<file path="src/rtl/mips_cpu_pkg.sv">
// Shared types and constants for the multiply/divide unit.
package mips_cpu_pkg;

    localparam int unsigned XLEN     = 32;
    localparam int unsigned MD_ITER  = 32;
    localparam int unsigned MD_CNT_W = 6;

    typedef enum logic [1:0] {
        MULT  = 2'd0,
        MULTU = 2'd1,
        DIV   = 2'd2,
        DIVU  = 2'd3
    } md_op_t;

    typedef enum logic [2:0] {
        IDLE  = 3'd0,
        INIT  = 3'd1,
        ITER  = 3'd2,
        FIXUP = 3'd3,
        DONE  = 3'd4
    } md_state_t;

    // Magnitude of a word when treated as signed; passes the raw value otherwise.
    function automatic logic [XLEN-1:0] md_abs(input logic [XLEN-1:0] x, input logic is_signed);
        return (is_signed && x[XLEN-1]) ? XLEN'(-x) : x;
    endfunction

endpackage

</file>
<file path="src/rtl/mips_cpu_multdiv_ctrl_if.sv">
// Request/result bundle between the pipeline and the multiply/divide unit.
interface mips_cpu_multdiv_ctrl_if;
    import mips_cpu_pkg::*;

    logic            start;
    md_op_t          op;
    logic [XLEN-1:0] a;
    logic [XLEN-1:0] b;
    logic            mthi;
    logic            mtlo;
    logic [XLEN-1:0] wdata;
    logic            busy;
    logic            done;
    logic [XLEN-1:0] hi;
    logic [XLEN-1:0] lo;

    modport master (
        output start, op, a, b, mthi, mtlo, wdata,
        input  busy, done, hi, lo
    );

    modport slave (
        input  start, op, a, b, mthi, mtlo, wdata,
        output busy, done, hi, lo
    );

endinterface

</file>
<file path="src/rtl/mips_cpu_multdiv_step.sv">
// One radix-2 iteration: right shift-add multiply or left restoring shift-subtract divide.
module mips_cpu_multdiv_step
    import mips_cpu_pkg::*;
(
    input  logic [2*XLEN-1:0] acc,
    input  logic [XLEN-1:0]   opnd,
    input  logic              is_div,
    output logic [2*XLEN-1:0] acc_next,
    output logic              q_bit
);

    logic [XLEN:0]   sum;
    logic [XLEN+1:0] diff;

    always_comb begin
        acc_next = acc;
        q_bit    = 1'b0;
        sum      = '0;
        diff     = '0;
        if (is_div) begin
            // Remainder after the shift can be XLEN+1 bits wide; borrow lands in the top bit.
            diff = {1'b0, acc[2*XLEN-1:XLEN-1]} - {2'b00, opnd};
            if (!diff[XLEN+1]) begin
                acc_next = {diff[XLEN-1:0], acc[XLEN-2:0], 1'b0};
                q_bit    = 1'b1;
            end else begin
                acc_next = {acc[2*XLEN-2:0], 1'b0};
            end
        end else begin
            sum      = {1'b0, acc[2*XLEN-1:XLEN]} + (acc[0] ? {1'b0, opnd} : (XLEN+1)'(0));
            acc_next = {sum, acc[XLEN-1:1]};
        end
    end

endmodule

</file>
<file path="src/rtl/mips_cpu_multdiv_ctrl.sv">
// Sequencer for MULT/MULTU/DIV/DIVU with sign fix-up and the architectural HI/LO registers.
module mips_cpu_multdiv_ctrl
    import mips_cpu_pkg::*;
(
    input  logic                    clk,
    input  logic                    rst_n,
    mips_cpu_multdiv_ctrl_if.slave  bus
);

    md_state_t             state, state_d;
    md_op_t                op_q;
    logic [2*XLEN-1:0]     acc;
    logic [XLEN-1:0]       opnd;
    logic [MD_CNT_W-1:0]   cnt;
    logic                  neg_q, neg_r, div0;
    logic [XLEN-1:0]       hi_q, lo_q;
    logic                  busy_q, done_q;
    logic                  busy_d, done_d;

    logic                  is_div, is_signed, div_zero;
    logic [2*XLEN-1:0]     step_acc;
    logic                  step_q;
    logic [2*XLEN-1:0]     prod_neg;

    assign is_div    = (op_q == DIV)  || (op_q == DIVU);
    assign is_signed = (op_q == MULT) || (op_q == DIV);
    assign div_zero  = is_div && (opnd == '0);
    assign prod_neg  = (2*XLEN)'(-acc);

    mips_cpu_multdiv_step u_step (
        .acc      (acc),
        .opnd     (opnd),
        .is_div   (is_div),
        .acc_next (step_acc),
        .q_bit    (step_q)
    );

    always_ff @(posedge clk or negedge rst_n) begin
        if (!rst_n) state <= IDLE;
        else        state <= state_d;
    end

    // Next state plus registered busy/done; busy drops in the DONE cycle.
    always_comb begin
        state_d = state;
        busy_d  = 1'b0;
        done_d  = 1'b0;
        case (state)
            IDLE:    if (bus.start) state_d = INIT;
            INIT:    state_d = div_zero ? FIXUP : ITER;
            ITER:    if (cnt == MD_CNT_W'(1)) state_d = FIXUP;
            FIXUP:   state_d = DONE;
            DONE:    state_d = IDLE;
            default: state_d = IDLE;
        endcase
        busy_d = (state_d == INIT) || (state_d == ITER) || (state_d == FIXUP);
        done_d = (state_d == DONE);
    end

    always_ff @(posedge clk or negedge rst_n) begin
        if (!rst_n) begin
            busy_q <= 1'b0;
            done_q <= 1'b0;
        end else begin
            busy_q <= busy_d;
            done_q <= done_d;
        end
    end

    // Operands ride in acc/opnd raw from IDLE; INIT turns them into magnitudes.
    always_ff @(posedge clk or negedge rst_n) begin
        if (!rst_n) begin
            op_q  <= MULT;
            acc   <= '0;
            opnd  <= '0;
            cnt   <= '0;
            neg_q <= 1'b0;
            neg_r <= 1'b0;
            div0  <= 1'b0;
            hi_q  <= '0;
            lo_q  <= '0;
        end else begin
            case (state)
                IDLE: begin
                    if (bus.mthi) hi_q <= bus.wdata;
                    if (bus.mtlo) lo_q <= bus.wdata;
                    if (bus.start) begin
                        op_q <= bus.op;
                        acc  <= {{XLEN{1'b0}}, bus.a};
                        opnd <= bus.b;
                    end
                end
                INIT: begin
                    neg_q <= is_signed && (acc[XLEN-1] ^ opnd[XLEN-1]);
                    neg_r <= is_signed && acc[XLEN-1];
                    div0  <= div_zero;
                    cnt   <= MD_CNT_W'(MD_ITER);
                    opnd  <= md_abs(opnd, is_signed);
                    if (div_zero) acc <= {acc[XLEN-1:0], {XLEN{1'b1}}};
                    else          acc <= {{XLEN{1'b0}}, md_abs(acc[XLEN-1:0], is_signed)};
                end
                ITER: begin
                    acc <= {step_acc[2*XLEN-1:1], step_acc[0] | step_q};
                    cnt <= cnt - MD_CNT_W'(1);
                end
                FIXUP: begin
                    if (div0) begin
                        hi_q <= acc[2*XLEN-1:XLEN];
                        lo_q <= acc[XLEN-1:0];
                    end else if (!is_div) begin
                        hi_q <= neg_q ? prod_neg[2*XLEN-1:XLEN] : acc[2*XLEN-1:XLEN];
                        lo_q <= neg_q ? prod_neg[XLEN-1:0]      : acc[XLEN-1:0];
                    end else begin
                        hi_q <= neg_r ? XLEN'(-acc[2*XLEN-1:XLEN]) : acc[2*XLEN-1:XLEN];
                        lo_q <= neg_q ? XLEN'(-acc[XLEN-1:0])      : acc[XLEN-1:0];
                    end
                end
                default: ;
            endcase
        end
    end

    assign bus.busy = busy_q;
    assign bus.done = done_q;
    assign bus.hi   = hi_q;
    assign bus.lo   = lo_q;

endmodule

</file>
<file path="src/flat_wrapper.sv">
// flat-port wrapper written by rule: the top's interface ports become plain ports
module mips_cpu_multdiv_ctrl_flat import mips_cpu_pkg::*;
  (clk, rst_n, bus_start, bus_op, bus_a, bus_b, bus_mthi, bus_mtlo, bus_wdata, bus_busy, bus_done, bus_hi, bus_lo);
  mips_cpu_multdiv_ctrl_if bus_i ();
  input  logic clk;
  input  logic rst_n;
  input wire logic [$bits(bus_i.start)-1:0] bus_start;
  input wire logic [$bits(bus_i.op)-1:0] bus_op;
  input wire logic [$bits(bus_i.a)-1:0] bus_a;
  input wire logic [$bits(bus_i.b)-1:0] bus_b;
  input wire logic [$bits(bus_i.mthi)-1:0] bus_mthi;
  input wire logic [$bits(bus_i.mtlo)-1:0] bus_mtlo;
  input wire logic [$bits(bus_i.wdata)-1:0] bus_wdata;
  output wire logic [$bits(bus_i.busy)-1:0] bus_busy;
  output wire logic [$bits(bus_i.done)-1:0] bus_done;
  output wire logic [$bits(bus_i.hi)-1:0] bus_hi;
  output wire logic [$bits(bus_i.lo)-1:0] bus_lo;
  assign bus_i.start = bus_start;
  assign bus_i.op = bus_op;
  assign bus_i.a = bus_a;
  assign bus_i.b = bus_b;
  assign bus_i.mthi = bus_mthi;
  assign bus_i.mtlo = bus_mtlo;
  assign bus_i.wdata = bus_wdata;
  assign bus_busy = bus_i.busy;
  assign bus_done = bus_i.done;
  assign bus_hi = bus_i.hi;
  assign bus_lo = bus_i.lo;
  mips_cpu_multdiv_ctrl u_core (.clk(clk), .rst_n(rst_n), .bus(bus_i));
endmodule
</file>
<file path="config.mk">
export PLATFORM = sky130hd
export DESIGN_NAME = mips_cpu_multdiv_ctrl_flat
export DESIGN_NICKNAME = d
export VERILOG_FILES = /design/src/rtl/mips_cpu_pkg.sv /design/src/rtl/mips_cpu_multdiv_ctrl_if.sv /design/src/rtl/mips_cpu_multdiv_step.sv /design/src/rtl/mips_cpu_multdiv_ctrl.sv /design/src/flat_wrapper.sv
export SDC_FILE = /design/constraint.sdc
export NUM_CORES = 1
export LEC_CHECK = 0
export CAP_MARGIN = 20
export CORE_MARGIN = 4
export CORE_UTILIZATION = 52
export DETAILED_ROUTE_END_ITERATION = 16
export PLACE_DENSITY = 0.84
export SLEW_MARGIN = 40
export SYNTH_ARGS = -nofsm -noshare
export SYNTH_HDL_FRONTEND = slang
export SYNTH_SLANG_ARGS = --single-unit
</file>
<file path="constraint.sdc">
create_clock -name clk -period 3.5 [get_ports clk]
set_input_delay 0.35 -clock clk [delete_from_list [all_inputs] [get_ports clk]]
set_output_delay 0.35 -clock clk [all_outputs]
set_load 0.01 [all_outputs]
</file>
Word-level counts from Yosys, hierarchy flattened. Cells that the tools add are included.

Word-level logic and storage cells: 87. Output and inout port bits: 66. Bits of input ports: 103. Flip-flop bits (word level): 176.

Eq/ne operators: 15. Mux-type cells: 29. Reductions and logical operators: 21. $add $sub $neg: 7. Bitwise operators: 2.

Operators by type and width (count): $mux W32 (14); $mux W64 (4); $pmux W32 S2 (3); $pmux W64 S3 (1); $neg A32 Y32 (3); $neg A64 Y64 (1); $sub A33 B32 Y34 (1); $add A32 B32 Y33 (1); $logic_not A32 Y1 (1); $eq A3 B2 Y1 const B (4); $pmux W3 S4 (1); $pmux W6 S2 (1); $reduce_and A2 Y1 (4); $eq A3 B1 Y1 const B (2); $eq A6 B1 Y1 const B (1); $mux W3 (2); $ne A2 B2 Y1 const B (3); $reduce_and A3 Y1 (2); $reduce_bool A2 Y1 (3); $sub A6 B1 Y6 const B (1); $eq A2 B2 Y1 const B (2); $logic_and A1 B1 Y1 (4); $logic_or A1 B1 Y1 (4); $eq A3 B3 Y1 const B (1); 8 further kinds (10).

Longest topological paths before layout.
Word-level depth: 8. Depth in mapped cells: 14. Gate-level depth less buffers: 13.

By module. A second synthesis with hierarchy kept.

Cell total of the unflattened synthesis: 2005. Area, all modules: 15925.3 um^2.

By module, submodules not included: mips_cpu_multdiv_ctrl (area each 11160.7 um^2, cells an instance 1327, times used 1, seq. area each 4404.2 um^2); mips_cpu_multdiv_step (area each 4764.6 um^2, cells an instance 678, times used 1, seq. area each 0.0 um^2).

Worst setup path before layout. OpenSTA, ideal clock, no wires.

Path type: register to register. Start point: register u_core.acc[0]. End point: register u_core.acc[63]. Library setup time: 0.130 ns. Required time: 3.370 ns. Arrival: 3.461 ns. Period minus slack after synthesis: 3.591 ns. Cell stages (with the launch flop): 15. Path slack: -0.091 ns. Cells stage by stage: dfrtp_1 clkinv_1 clkbuf_1 nor2_1 ha_1 fa_1 a21o_1 a221oi_1 a2111o_1 a221oi_1 o2111ai_1 nand2_1 a221o_1 a211oi_1 o21ai_0.

Cells in the longest elaborated chain, start to end: 4.

RTL lines: start, declared (RTL line mips_cpu_multdiv_ctrl.sv:12) `logic [2*XLEN-1:0] acc;`; start signal, assigned (RTL line mips_cpu_multdiv_ctrl.sv:89) `acc <= {{XLEN{1'b0}}, bus.a};`; start signal, assigned (RTL line mips_cpu_multdiv_ctrl.sv:99) `if (div_zero) acc <= {acc[XLEN-1:0], {XLEN{1'b1}}};`; start signal, assigned (RTL line mips_cpu_multdiv_ctrl.sv:100) `else acc <= {{XLEN{1'b0}}, md_abs(acc[XLEN-1:0], is_signed)};`; $mux W32 (RTL line mips_cpu_multdiv_step.sv:30) `sum = {1'b0, acc[2*XLEN-1:XLEN]} + (acc[0] ? {1'b0, opnd} : (XLEN+1)'(0));`; $add A32 B32 Y33 (RTL line mips_cpu_multdiv_step.sv:30); $mux W64 (RTL line mips_cpu_multdiv_step.sv:20) `if (is_div) begin`; $pmux W64 S3 (RTL line mips_cpu_multdiv_ctrl.sv:83) `case (state)`.

No other way between the ends. A chain may end at the register's enable or synchronous reset.

Final worst setup path.
Start point: register u_core.acc[0]. End point: register u_core.acc[31].

Cells in the longest elaborated chain, start to end: 4.

RTL lines (RTL line): $mux W32 or $neg A32 Y32 (tied branches) (mips_cpu_multdiv_step.sv:30, mips_cpu_pkg.sv:25); $add A32 B32 Y33 or $mux W32 (tied branches) (mips_cpu_multdiv_step.sv:30, mips_cpu_pkg.sv:25); $mux W64, on equally long branches (mips_cpu_multdiv_step.sv:20, mips_cpu_multdiv_ctrl.sv:99); $pmux W64 S3 * (mips_cpu_multdiv_ctrl.sv:83).

Every way passes the cells marked *; elsewhere a longest branch is shown, timed or not. The select of a mux whose other input is x is not followed.

==> summary.md <==
## Clock tree
- Worst-Skew Late Latency: 0.45 ns
- clock tree root buffer cell: sky130_fd_sc_hd__clkbuf_16
- number of clock sinks seen by CTS: 176
- CTS clk-pin slew, worst paths: 0.09 ns
- TritonCTS Buffers: 17
- clock tree from TritonCTS: built
- H-tree lvl count: 4
- clock tree buffer depth: 2

## Detailed routing
- total number of vias: 16750
- detailed-route wire length per cell: 23.1 um
- DR iter-0 viols: 2419
- drt pass-1 iters: 6
- antenna viol nets, final: 0
- DRC errors left: 0
- detailed-route vias per instance: 6.62
- final routed wirelength across all metal layers: 58400 um

## Power and ir drop
- Peak supply drop: 606 uV
- Power Dens Cells: 1060 nW/um^2
- standby leakage power: 0.00805 uW

## Floorplanning
- floorplan core area: 28100 um^2
- height of the die: 178 um
- die outline width: 178 um
- initial core utilization: 53.3%
- count of standard-cell rows: 61
- total die area: 31500 um^2
- IO Pins: 169

## Critical path
- cell with the biggest individual delay on the critical path: sky130_fd_sc_hd__or4_4
- Crit path largest cell delay: 0.46 ns
- kind of critical path: reg -> reg
- data arrival time at the worst-slack endpoint: 3.68 ns
- crit-path max FO: 4
- kind of end point of the critical path: flop
- Worst path most repeated cell: sky130_fd_sc_hd__or3_1
- worst path bufs/invs: 1
- worst path cell trace: buf_4 -> or3_1 -> or3_1 -> or3_1 -> or4_4 -> or3_4 -> nor3_4 -> nor3_2 -> a2111oi_4 -> o22ai_1
- data required time of the worst path: 3.82 ns
- Critical Path Start Type: flop
- crit-path leading delay family: simple AND/OR/NAND/NOR gates

## Logic synthesis
- top post-synthesis cells by area: sky130_fd_sc_hd__dfrtp_1 (29%), sky130_fd_sc_hd__o21ai_0 (7.0%), sky130_fd_sc_hd__a21oi_1 (6.2%), sky130_fd_sc_hd__ha_1 (5.8%), sky130_fd_sc_hd__nor2_1 (4.9%)
- synthesized netlist net count: 2113
- simple-gate portion of the synthesized area: 18.9%
- Seq cells post-synth: 176
- fraction of synthesized cell area in xor and xnor cells: 5.91%
- fraction of the mapped netlist area in compound gates: 28.6%
- synthesized area per cell: 7.71 um^2
- fraction of registers with async set/reset: 100%
- Cells after Synth: 1939
- Netlist cell types: 75
- most used flip-flop cell after synthesis: sky130_fd_sc_hd__dfrtp_1
- synthesized cell area: 15000 um^2
- combinational family with the most area after synthesis: compound AO/OA/AOI/OAI gates
- adder and majority cell fraction of the synthesized area: 6.04%
- multiplexer area fraction after synthesis: 5.27%
- Synth top area share: 29.4%
- share of the yosys chip area belonging to registers: 29.4%
- number of synthesized flops with an enable pin: 0
- Synth Warn #: 0
- Synth area leader: sky130_fd_sc_hd__dfrtp_1

## STA
- Hold WS: 0.475 ns
- final setup violation count: 0
- actual transition at the worst max-transition pin: 0.866 ns
- final worst path period share: 96.2%
- Achievable Freq: 297 MHz
- count of final max-slew check failures: 0
- summed negative setup slack over all endpoints: 0 ns
- worst clock skew: 0.0234 ns
- crit path time final: 3.37 ns
- Rel. slew slack: 41.9%
- count of final hold-check violations: 0

## Place
- post-detailed-placement cell area: 17800 um^2
- count of buffers inserted at the top-level ports: 168
- Routability Congestion: 1.05
- total half-perimeter wirelength after legalization and detailed placement: 44500 um

## GRT
- wire length of the first global-routing pass: 89700 um
- gr ovfl total: 0
- vias in the first global route: 15623
- total routing usage reported by global routing: 36.0%
- antenna violations before repair: 0
- maximum number of pins on one net before global-route repair: 94

## Final layout
- post-synthesis to final-layout area growth: 24.3%
- total inserted antenna cells: 0
- commonest non-fill, non-tap cell in the layout: sky130_fd_sc_hd__o21ai_0
- final instance area: 18600 um^2
- number of nets in the layout: 2315
- top library cells by usage in the layout, fill and taps aside: sky130_fd_sc_hd__o21ai_0 (207), sky130_fd_sc_hd__nor2_1 (195), sky130_fd_sc_hd__a21oi_1 (182)
- share of final-layout standard cells stronger than drive strength 1: 11.6%

## Hold path
- path type of the worst min-delay path: reg -> reg

## Run status
- run status: completed

## Flow run
- number of maximum-capacitance violations: 0

[area by class of cell]
type / instances / area (um^2)
multi-input combinational: 1541 / 9840
fill: 2331 / 9500
sequential: 176 / 4410
timing repair buffer: 327 / 2970
tap: 378 / 473
clock buffer: 19 / 453
inverter: 78 / 297
clock inverter: 13 / 141
[worst reg2reg max path: stages, from the launching register on]
cell and delay, ns:
sky130_fd_sc_hd__dfrtp_1 0.42, sky130_fd_sc_hd__buf_4 0.16, sky130_fd_sc_hd__or3_1 0.38, sky130_fd_sc_hd__or3_1 0.37, sky130_fd_sc_hd__or3_1 0.38, sky130_fd_sc_hd__or4_4 0.46, sky130_fd_sc_hd__or3_4 0.38, sky130_fd_sc_hd__nor3_4 0.21
sky130_fd_sc_hd__nor3_2 0.08, sky130_fd_sc_hd__a2111oi_4 0.28, sky130_fd_sc_hd__o22ai_1 0.11
[cells in the mapped netlist (9+ instances only)]
cell / number
sky130_fd_sc_hd__nand4_1: 13
sky130_fd_sc_hd__mux2i_1: 72
sky130_fd_sc_hd__inv_1: 76
sky130_fd_sc_hd__o31ai_1: 9
sky130_fd_sc_hd__nor2_1: 197
sky130_fd_sc_hd__o21ai_0: 209
sky130_fd_sc_hd__or3_1: 39
sky130_fd_sc_hd__dfrtp_1: 176
sky130_fd_sc_hd__and3_1: 11
sky130_fd_sc_hd__a211oi_1: 30
sky130_fd_sc_hd__a21oi_1: 184
sky130_fd_sc_hd__buf_1: 16
sky130_fd_sc_hd__nor2b_1: 13
sky130_fd_sc_hd__nand3_1: 40
sky130_fd_sc_hd__a22oi_1: 42
sky130_fd_sc_hd__a31oi_1: 14
sky130_fd_sc_hd__clkbuf_1: 119
sky130_fd_sc_hd__o22ai_1: 53
sky130_fd_sc_hd__xnor2_1: 55
sky130_fd_sc_hd__nand2b_1: 12
sky130_fd_sc_hd__ha_1: 69
sky130_fd_sc_hd__and2_1: 12
sky130_fd_sc_hd__o41ai_1: 9
sky130_fd_sc_hd__a21o_1: 37
sky130_fd_sc_hd__nand2_1: 145
sky130_fd_sc_hd__a2111oi_0: 20
sky130_fd_sc_hd__nor3_1: 70
sky130_fd_sc_hd__xor2_1: 46
sky130_fd_sc_hd__o221ai_1: 21
[logic make-up (layout without fill, tap and decap cells)]
family | Yosys count | in the layout
multiplexers | 78 | 78
AO/OA/AOI/OAI | 694 | 694
adder cells (fa/ha/maj) | 71 | 71
flip-flops | 176 | 176
buffers and inverters | 222 | 437
AND/OR/NAND/NOR | 597 | 597
XOR/XNOR | 101 | 101
[power breakdown]
| group | internal (uW) | total, uW | switching (uW) |
|---|---|---|---|
| Sequential | 3010 | 4020 | 1020 |
| Combinational | 5530 | 13700 | 8180 |
| Clock | 995 | 1990 | 993 |
| Total | 9530 | 19700 | 10200 |
[path summary, 6_finish.rpt]
path	start	end	slack, ns	cells after the start
worst max register to register	u_core.acc[0]$_DFFE_PN0P_	u_core.acc[31]$_DFFE_PN0P_	0.13	10
max in group asynchronous	rst_n	u_core.acc[61]$_DFFE_PN0P_	2.27	3
min in group asynchronous	rst_n	u_core.acc[9]$_DFFE_PN0P_	0.50	2
worst min-delay path	u_core.cnt[5]$_DFFE_PN0N_	u_core.cnt[5]$_DFFE_PN0N_	0.48	1
worst min register to register	u_core.cnt[5]$_DFFE_PN0N_	u_core.cnt[5]$_DFFE_PN0N_	0.48	1
worst max-delay path	u_core.acc[0]$_DFFE_PN0P_	u_core.acc[31]$_DFFE_PN0P_	0.13	10
[registers in the layout (all words and copies together) (netlist names), 2 cells and up]
register / flops
u_core.acc: 64
u_core.bus.hi: 32
u_core.bus.lo: 32
u_core.cnt: 6
u_core.op_q: 2
u_core.opnd: 32
u_core.state: 3
[per-stage QoR]
stage | total power, uW | util [%] | std cells | worst slack, ns
after floorplan | 12100 | - | 1939 | 0.0426
after global routing | 20900 | 66.2 | 2532 | -0.0174
final | 19700 | 66.2 | 2532 | 0.134
after global placement | 16800 | 63.4 | 2493 | 0.0457
after CTS | 19200 | 65.6 | 2526 | 0.0285
after detailed placement | 17100 | 63.4 | 2493 | -0.0342
[layer usage]
metal	global-route usage, %	part of all wire (%)	vias to the layer above	wire length [um]
li1	-	-	7505	-
met1	48.0	39	7959	22600
met2	56.8	45	1089	26200
met3	5.92	11	197	6200
met4	18.0	5.8	0	3390
met5	0	0	-	0
[repair_timing]
action	in CTS	in global routing
cloned	0	0
setup endpoints to repair	1	41
resized for setup	1	24
hold endpoints to repair	91	0
buffers inserted	0	6
pin swaps	0	7
hold buffers	1	0
(Power assumes the default switching activity.)
